<file path="src/rtl/alu_result_fifo.sv">
// Circular result queue between alu32 and writeback, valid/ready on both sides.
// Optional sticky overflow flag: define ALU_RESULT_FIFO_STICKY_OVF_EN.
module alu_result_fifo #(
    parameter int WIDTH = 32,
    parameter int DEPTH = 4,
    parameter int PTR_W = 2
) (
    input  logic             clock,
    input  logic             reset_n,
`ifdef ALU_RESULT_FIFO_STICKY_OVF_EN
    input  logic             ovf_clear,
    output logic             ovf_sticky,
`endif
    input  logic             flush,
    input  logic             in_valid,
    output logic             in_ready,
    input  logic [WIDTH-1:0] in_out,
    input  logic             in_overflow,
    input  logic             in_zero,
    input  logic             in_negative,
    output logic             out_valid,
    input  logic             out_ready,
    output logic [WIDTH-1:0] out_data,
    output logic             out_overflow,
    output logic             out_zero,
    output logic             out_negative,
    output logic [PTR_W:0]   count
);

    typedef struct packed {
        logic [WIDTH-1:0] data;
        logic             ovf;
        logic             zero;
        logic             neg;
    } entry_t;

    localparam logic [PTR_W:0] FULL = (PTR_W+1)'(DEPTH);

    entry_t           mem [DEPTH];
    entry_t           head;
    logic [PTR_W-1:0] wr_ptr;
    logic [PTR_W-1:0] rd_ptr;
    logic             push;
    logic             pop;

    assign in_ready  = (count != FULL);
    assign out_valid = (count != '0);
    assign push      = in_valid & in_ready;
    assign pop       = out_valid & out_ready;

    assign head         = mem[rd_ptr];
    assign out_data     = head.data;
    assign out_overflow = head.ovf;
    assign out_zero     = head.zero;
    assign out_negative = head.neg;

    always_ff @(posedge clock or negedge reset_n) begin
        if (!reset_n) begin
            for (int i = 0; i < DEPTH; i++) begin
                mem[i] <= '0;
            end
        end else if (push && !flush) begin
            mem[wr_ptr] <= '{data: in_out, ovf: in_overflow,
                             zero: in_zero, neg: in_negative};
        end
    end

    // Flush wins over any push or pop in the same cycle
    always_ff @(posedge clock or negedge reset_n) begin
        if (!reset_n) begin
            wr_ptr <= '0;
            rd_ptr <= '0;
            count  <= '0;
        end else if (flush) begin
            wr_ptr <= '0;
            rd_ptr <= '0;
            count  <= '0;
        end else begin
            if (push) begin
                wr_ptr <= wr_ptr + PTR_W'(1);
            end
            if (pop) begin
                rd_ptr <= rd_ptr + PTR_W'(1);
            end
            unique case ({push, pop})
                2'b10:   count <= count + 1'b1;
                2'b01:   count <= count - 1'b1;
                default: count <= count;
            endcase
        end
    end

`ifdef ALU_RESULT_FIFO_STICKY_OVF_EN
    logic ovf_set;
    logic ovf_clr;

    assign ovf_set = push & in_overflow & ~flush;
    assign ovf_clr = ovf_clear | flush;

    always_ff @(posedge clock or negedge reset_n) begin
        if (!reset_n) begin
            ovf_sticky <= 1'b0;
        end else begin
            ovf_sticky <= ovf_set | (ovf_sticky & ~ovf_clr);
        end
    end
`endif

endmodule

</file>
<file path="config.mk">
export PLATFORM = sky130hd
export DESIGN_NAME = alu_result_fifo
export DESIGN_NICKNAME = d
export VERILOG_FILES = /design/src/rtl/alu_result_fifo.sv
export SDC_FILE = /design/constraint.sdc
export NUM_CORES = 1
export LEC_CHECK = 0
export ABC_AREA = 1
export CAP_MARGIN = 20
export CORE_UTILIZATION = 44
export CTS_CLUSTER_DIAMETER = 30
export DETAILED_ROUTE_END_ITERATION = 8
export PLACE_DENSITY = 0.65
export SYNTH_ARGS = -nofsm -noshare
export SYNTH_HDL_FRONTEND = slang
export SYNTH_SLANG_ARGS = --single-unit
</file>
<file path="constraint.sdc">
create_clock -name clock -period 3.6 [get_ports clock]
set_clock_uncertainty 0.05 [all_clocks]
set_input_delay 0.72 -clock clock [delete_from_list [all_inputs] [get_ports clock]]
set_output_delay 0.72 -clock clock [all_outputs]
set_load 0.05 [all_outputs]
</file>
==> results of run 1 <==
-- placed cells by master, fill, tap and decap left out, drive strengths merged --
cell           synthesis  layout
xor2                   1       1
ha                     4       4
nor2                  74      74
clkdlybuf4s50          0      43
fa                     1       1
clkbuf                17      27
dfrtp                147     147
buf                   34      41
nand2                163     163
nand3                  4       4
o21ai                212     212
xnor2                  1       1
a21oi                  3       3
bufinv                 0       1
o22ai                 35      35
clkinv                 1       4
inv                   44      45
nand4                  3       3
-- final cells by class --
cell class                      instances  share of cell area (%)
Clock buffer                           27                    5.95
Clock inverter                          5                   0.604
Inverter                               45                    2.04
Multi-Input combinational cell        501                    30.9
Sequential cell                       147                    44.4
Tap cell                              188                    2.84
Timing Repair Buffer                   84                    13.3
-- layer usage --
layer  vias to the layer above  track usage (%)  routed length, um
met2                       141             34.4               7440
met4                         0             6.73                223
met1                      2547             27.6               7200
met5                         -                0                  0
li1                       2579                -                  -
met3                        21             4.89                778
-- kinds of logic (layout without fill, tap and decap cells) --
| family | count (synthesis) | in the layout |
|---|---|---|
| xor+xnor | 2 | 2 |
| compound gates | 250 | 250 |
| fa+ha+maj | 5 | 5 |
| simple gates | 244 | 244 |
| flops | 147 | 147 |
| buf+inv | 96 | 161 |
-- sequential cells by signal (all words and copies together) (netlist names) --
signal  flops
mem       140
count       3
rd_ptr      2
wr_ptr      2
-- through the flow --
stage | hold slack, ns | area, um^2 | utilization (%) | std cells
global placement | 0.409 | 7750 | 51.2 | 965
detailed placement | 0.413 | 7750 | 51.2 | 965
floorplan | 0.374 | 6810 | - | 744
finish | 0.248 | 8290 | 54.7 | 997
global route | 0.298 | 8290 | 54.7 | 997
CTS | 0.279 | 8290 | 54.7 | 997
-- power groups by stage --
stage | logic, mW | clock network [mW] | registers, mW
after floorplan | 2.54 | 0 | 2.71
after global placement | 4.03 | 0 | 2.73
after detailed placement | 4.09 | 0 | 2.77
after CTS | 4.11 | 1.66 | 2.75
after global routing | 4.37 | 1.72 | 2.84
final | 4.07 | 1.64 | 2.75
-- critical path, delay by kind of cell, from the launching register on --
| kind | cells | cell delay [ns] |
|---|---|---|
| buf+inv | 3 | 1.14 |
| flops | 1 | 0.41 |
| compound gates | 2 | 0.34 |
-- worst min path at each step --
stage               slack, ns           startpoint              endpoint
global placement         0.41  mem[59]$_DFFE_PN0P_   mem[59]$_DFFE_PN0P_
finish                   0.25              reset_n   mem[17]$_DFFE_PN0P_
floorplan                0.37              reset_n  count[0]$_DFFE_PN0P_
detailed placement       0.41  mem[98]$_DFFE_PN0P_   mem[98]$_DFFE_PN0P_
global route             0.30              reset_n   mem[17]$_DFFE_PN0P_
CTS                      0.28              reset_n   mem[17]$_DFFE_PN0P_
==> summary.md, run 1 <==
| Metric | Value |
|---|---|
| Top post-synthesis cells by count | `157 x nand2_1, 147 x dfrtp_1, 91 x o21ai_1` |
| Pwr Total | `around 8.5 mW` |
| Predominant post-synthesis flop cell | `dfrtp_1` |
| Flop2flop setup slack | `around 1.3 ns` |
| Sw frac | `40.8%` |
| Hold crit path type | `primary input to asynchronous set/reset pin` |
| Clk sinks | `147` |
| Num CTS Buffers | `17` |
| R2r endpoint | `count[2]$_DFFE_PN0P_` |
| Drt total wl | `about 16 mm` |
| Max-slew violation count | `0` |
| Minimum clock period | `just over 3 ns` |
| CTS tree | `yes` |
| 1st-pass router iterations | `5` |
| Horiz. Die Dim | `about 130 um` |
| Seq/Total Area, Yosys | `between 50% and 60%` |
| Root Buffer | `clkbuf_16` |
| Sequential power share | `about a third` |
| Clock power share | `between 10% and 20%` |
| Status | `finished, final reports clean` |
| Initial drt markers | `just under 400` |
| Pleak | `3.96 nW` |
| Post-synthesis simple-gate area fraction | `between 10 and 15%` |
| Number of port buffers | `79` |
| RSZ-0062 raised after global routing | `no` |
| Hold-fix buffers at CTS | `0` |
| Diodes inserted | `0` |
| Gr usage total | `21.0%` |
| DR WL/cell | `around 16 um` |
| Slowest Stage Delay on Critical Path | `about 0.62 ns` |
| XOR/XNOR share of the synthesized area | `less than 1%` |
| Slowest CP cell | `inv_2` |
| CTS-repair resized insts | `0` |
| Startpoint types | `flop` |
| Synth Cell Area | `0.00681 mm^2` |
| Detail Route Antenna Nets | `0` |
| Synth top area cells | `dfrtp_1 54%, nand2_1 8.7%, o21ai_1 6.7%` |
| DRC Markers | `0` |
| Worst-skew pair later-pin latency | `between 0.4 and 0.5 ns` |
| Sw Pwr | `about 3.4 mW` |
| Max VDD drop | `about 0.63 mV` |
| Fin nets | `between 800 and 900` |
| Count leader, synth | `nand2_1` |
| Hold Vio Cnt, Final | `0` |
| Row cnt | `45` |
| Mapped Cells | `~740` |
| Layout cells sized above 1 | `~15%` |
| Area Growth Syn to Fin | `21.8%` |
| Core ar. | `0.0151 mm^2` |
| Die area | `between 0.015 and 0.02 mm^2` |
| Slew margin rel. | `between 30 and 40%` |
| PwrDens | `between 1000 and 1500 mW/mm^2` |
| DIE HEIGHT | `around 130 um` |
| Setup crit end | `out_data[10]` |
| CP startpoint | `rd_ptr[0]$_DFFE_PN0P_` |
| Worst-path clk slew | `approximately 0.060 ns` |
| Starting Density | `between 40% and 50%` |
| Synth Area in Compound Gates | `21.7%` |
| Placer Congestion | `0.731` |
| #FFs+latches synth | `roughly 150` |
| Worst Max-Slew Pin Slew | `0.903 ns` |
| Max H-tree Level | `4` |
| Final period util | `around 86%` |
| Largest family of logic cells by synthesized area | `compound AO/OA/AOI/OAI gates` |
| CP arrival | `approximately 2.3 ns` |
| CP required | `between 2 and 3 ns` |
| Area leader, netlist | `dfrtp_1` |
| Global-route wire length before repair | `roughly 26 mm` |
| Crit-path cells | `inv_2, buf_12, o21ai_0, o22ai_1, buf_4` |
| Ports | `80` |
| CP max FO | `46` |
| Dpl hpwl | `8.95 mm` |
| Fill cell count | `1,338` |
| GRT overflow | `0` |
| Post-synthesis mux area share | `0%` |
| Setup Crit Path Kind | `flop to output pin` |
| Post-CTS setup buffers | `0` |
| Post-Syn Area per Cell | `approximately 9.2 um^2` |
| Vias | `5,288` |
| Initial antenna violation count | `0` |
| Net Count, Synth | `789` |
| Netlist cell types | `25` |
| Synth top area share | `a little over half` |
| Synth Warn # | `0` |
| Number of enable flip-flop cells after synthesis | `0` |
| Max Cap Viol | `0` |
| Adder-Cell Fraction of Synth Area | `under 10%` |
| Worst Setup End Kind | `output pin` |
| Internal | `about 5.0 mW` |
| Reg2reg start | `count[1]$_DFFE_PN0P_` |
| Setup TNS Final | `0 ns` |
| Post-route setup slack | `0.510 ns` |
| Pin count of the biggest net entering global routing | `78` |
| Vias per cell | `~5.3` |
| Cells on worst reg2reg path | `12` |
| Gate power share | `a little under 50%` |
| Multi-input logic area | `~0.0026 mm^2` |
| # setup viols final | `0` |
| FMAX | `between 0.3 and 0.4 GHz` |
| Post-synth ARST share | `100%` |
| Pre-CTS setup slack | `between 0.9 and 1 ns` |
| Deepest clock path buffer count | `2` |
| Vias in the first global route | `5,382` |
| Register area | `about 0.0037 mm^2` |
No activity file was read; power rests on OpenSTA's default activity.
==> run 2, diff against run 1 <==
- CELL_PAD_IN_SITES_DETAIL_PLACEMENT: default -> 0
- CELL_PAD_IN_SITES_GLOBAL_PLACEMENT: default -> 1
- CORE_ASPECT_RATIO: default -> 0.5
- PLACE_DENSITY: 0.65 -> default
- PLACE_DENSITY_LB_ADDON: default -> 0.1
==> run 2 against run 1 <==
Compared with the run above:
- non-clock buffer count up 5
- power rose by 1.8%
- combinational power down 1%
- fmax grew 4.5%
- sequential power hardly changed
- largest power group unchanged
- via count decreased by 1.3%
- routed wire length decreased by 0.42%
- critical path type unchanged
- global-route usage increased by 0.50 points
- setup slack improved by 0.13 ns
- register-to-register slack better by 0.10 ns
==> summary.md, run 2 (synthesis gave the netlist of run 1 again) <==
| Metric | Value |
|---|---|
| Detail Route Antenna Nets | `0 (unchanged)` |
| Flop2flop setup slack | `1.40 ns (+0.10 ns)` |
| Area Growth Syn to Fin | `23.0%` |
| Row cnt | `31 (-31%)` |
| Pwr Total | `8.61 mW (+1.8%)` |
| Vias per cell | `5.16 (-2.7%)` |
| Reg2reg start | `count[1]$_DFFE_PN0P_` |
| Final period util | `82.1% (-3.7 points)` |
| Root Buffer | `clkbuf_16` |
| # setup viols final | `0 (unchanged)` |
| Hold crit path type | `primary input to asynchronous set/reset pin` |
| Starting Density | `46.1% (+1.1 points)` |
| CP max FO | `72 (+57%)` |
| Initial antenna violation count | `0 (unchanged)` |
| Vias | `5,219 (-1.3%)` |
| Post-CTS setup buffers | `0 (unchanged)` |
| Hold-fix buffers at CTS | `0 (unchanged)` |
| CTS-repair resized insts | `0 (unchanged)` |
| Startpoint types | `flop` |
| DRC Markers | `0 (unchanged)` |
| Core ar. | `0.0148 mm^2 (-2.4%)` |
| DR WL/cell | `15.4 um (-1.8%)` |
| Cells on worst reg2reg path | `12 (unchanged)` |
| Layout cells sized above 1 | `16.6% (+1.2 points)` |
| Minimum clock period | `2.96 ns (-0.134 ns)` |
| Commonest non-fill, non-tap cells in the layout | `157 x nand2_1, 146 x dfrtp_1, 91 x o21ai_1, 72 x nor2_1, 72 x o21ai_0` |
| Most common library cell in the layout ignoring fill and taps | `nand2_1` |
| DIE HEIGHT | `90.0 um (-29%)` |
| Deepest clock path buffer count | `2 (unchanged)` |
| Worst-skew pair later-pin latency | `0.42 ns (about the same)` |
| Drt total wl | `15.6 mm (-0.42%)` |
| Setup TNS Final | `0 ns (unchanged)` |
| Worst-path clk slew | `0.06 ns (about the same)` |
| Gr usage total | `21.5% (+0.50 points)` |
| Ports | `80 (unchanged)` |
| CP startpoint | `rd_ptr[0]$_DFFE_PN0P_` |
| Pin count of the biggest net entering global routing | `73 (-6.4%)` |
| Hold Vio Cnt, Final | `0 (unchanged)` |
| Horiz. Die Dim | `178 um (+41%)` |
| Clk sinks | `147 (unchanged)` |
| Max H-tree Level | `4 (unchanged)` |
| 1st-pass router iterations | `5 (unchanged)` |
| Non-Filler Instances | `1,011 (+1.4%)` |
| Worst Setup End Kind | `output pin` |
| Dpl cells | `980 (+1.6%)` |
| Setup Crit Path Kind | `flop to output pin` |
| RSZ-0062 raised after global routing | `no` |
| GRT overflow | `0 (unchanged)` |
| Max FFs per register | `140 (unchanged)` |
| Initial drt markers | `342 (-12%)` |
| Die area | `0.0160 mm^2 (+0.19%)` |
| Worst Max-Slew Pin Slew | `0.915 ns (+0.0116 ns)` |
| Placer Congestion | `0.724 (-0.99%)` |
| R2r endpoint | `count[2]$_DFFE_PN0P_` |
| Pleak | `4.00 nW (+1.0%)` |
| CP arrival | `2.19 ns (-0.13 ns)` |
| Fin nets | `846 (+0.59%)` |
| Biggest regs | `mem (140), count (3)` |
| FMAX | `0.338 GHz (+4.5%)` |
| Diodes inserted | `0 (unchanged)` |
| Max Cap Viol | `0 (unchanged)` |
| Dpl hpwl | `9.00 mm (+0.49%)` |
| Max VDD drop | `0.663 mV (+4.4%)` |
| Fin Hold WS | `0.207 ns (-0.0415 ns)` |
| PwrDens | `1030 mW/mm^2 (+0.77%)` |
| Top reg by flops | `mem` |
| CTS tree | `yes` |
| Number of port buffers | `79 (unchanged)` |
| CP required | `2.83 ns (about the same)` |
| Max-slew violation count | `0 (unchanged)` |
| Global-route wire length before repair | `26.7 mm (+2.2%)` |
| Vias in the first global route | `5,147 (-4.4%)` |
| Slew margin rel. | `39.0% (-0.77 points)` |
| Status | `finished, final reports clean` |
| Num CTS Buffers | `17 (unchanged)` |
run 2: per-layer routing:
| layer | share of wire, % | up-vias | GRT usage [%] | wire (um) |
|---|---|---|---|---|
| li1 | - | 2593 | - | - |
| met1 | 51 | 2503 | 32.0 | 7980 |
| met2 | 44 | 109 | 31.4 | 6820 |
| met3 | 4.0 | 14 | 4.36 | 617 |
| met4 | 0.98 | 0 | 6.48 | 153 |
| met5 | 0 | - | 0 | 0 |
run 2: worst max-delay path by stage:
| stage | end | slack (ns) | cells after the start |
|---|---|---|---|
| after detailed placement | mem[82]$_DFFE_PN0P_ | 1.02 | 6 |
| after floorplan | count[2]$_DFFE_PN0P_ | 0.97 | 12 |
| final | out_data[8] | 0.64 | 4 |
| after global routing | out_data[8] | 0.52 | 4 |
| after global placement | mem[82]$_DFFE_PN0P_ | 1.05 | 5 |
| after CTS | out_data[8] | 0.67 | 4 |
run 2: stage by stage:
step / worst slack (ns) / utilization (%) / cell area [um^2]
6_report: 0.644 / 56.7 / 8380
5_1_grt: 0.516 / 56.7 / 8380
4_1_cts: 0.665 / 56.7 / 8380
3_5_place_dp: 1.02 / 52.5 / 7760
3_3_place_gp: 1.05 / 52.5 / 7760
2_1_floorplan: 0.966 / - / 6810
run 2: power breakdown:
group          switching [mW]  internal (mW)  leakage [nW]
Clock                   0.701           1.16         0.300
Sequential              0.386           2.36          1.89
Combinational            2.40           1.61          1.81
Total                    3.48           5.13          4.00
run 2: final cells by class:
class	count	area, um^2
timing repair buffer	89	1100
clock inverter	13	186
inverter	45	169
tap	198	248
sequential	147	3680
fill	1323	6400
multi-input combinational	501	2560
clock buffer	18	429
run 2: worst max-delay path: stages (launching register included):
cell	delay (ns)
dfrtp_2	0.36
buf_4	0.61
o21ai_0	0.19
o22ai_1	0.40
buf_12	0.20
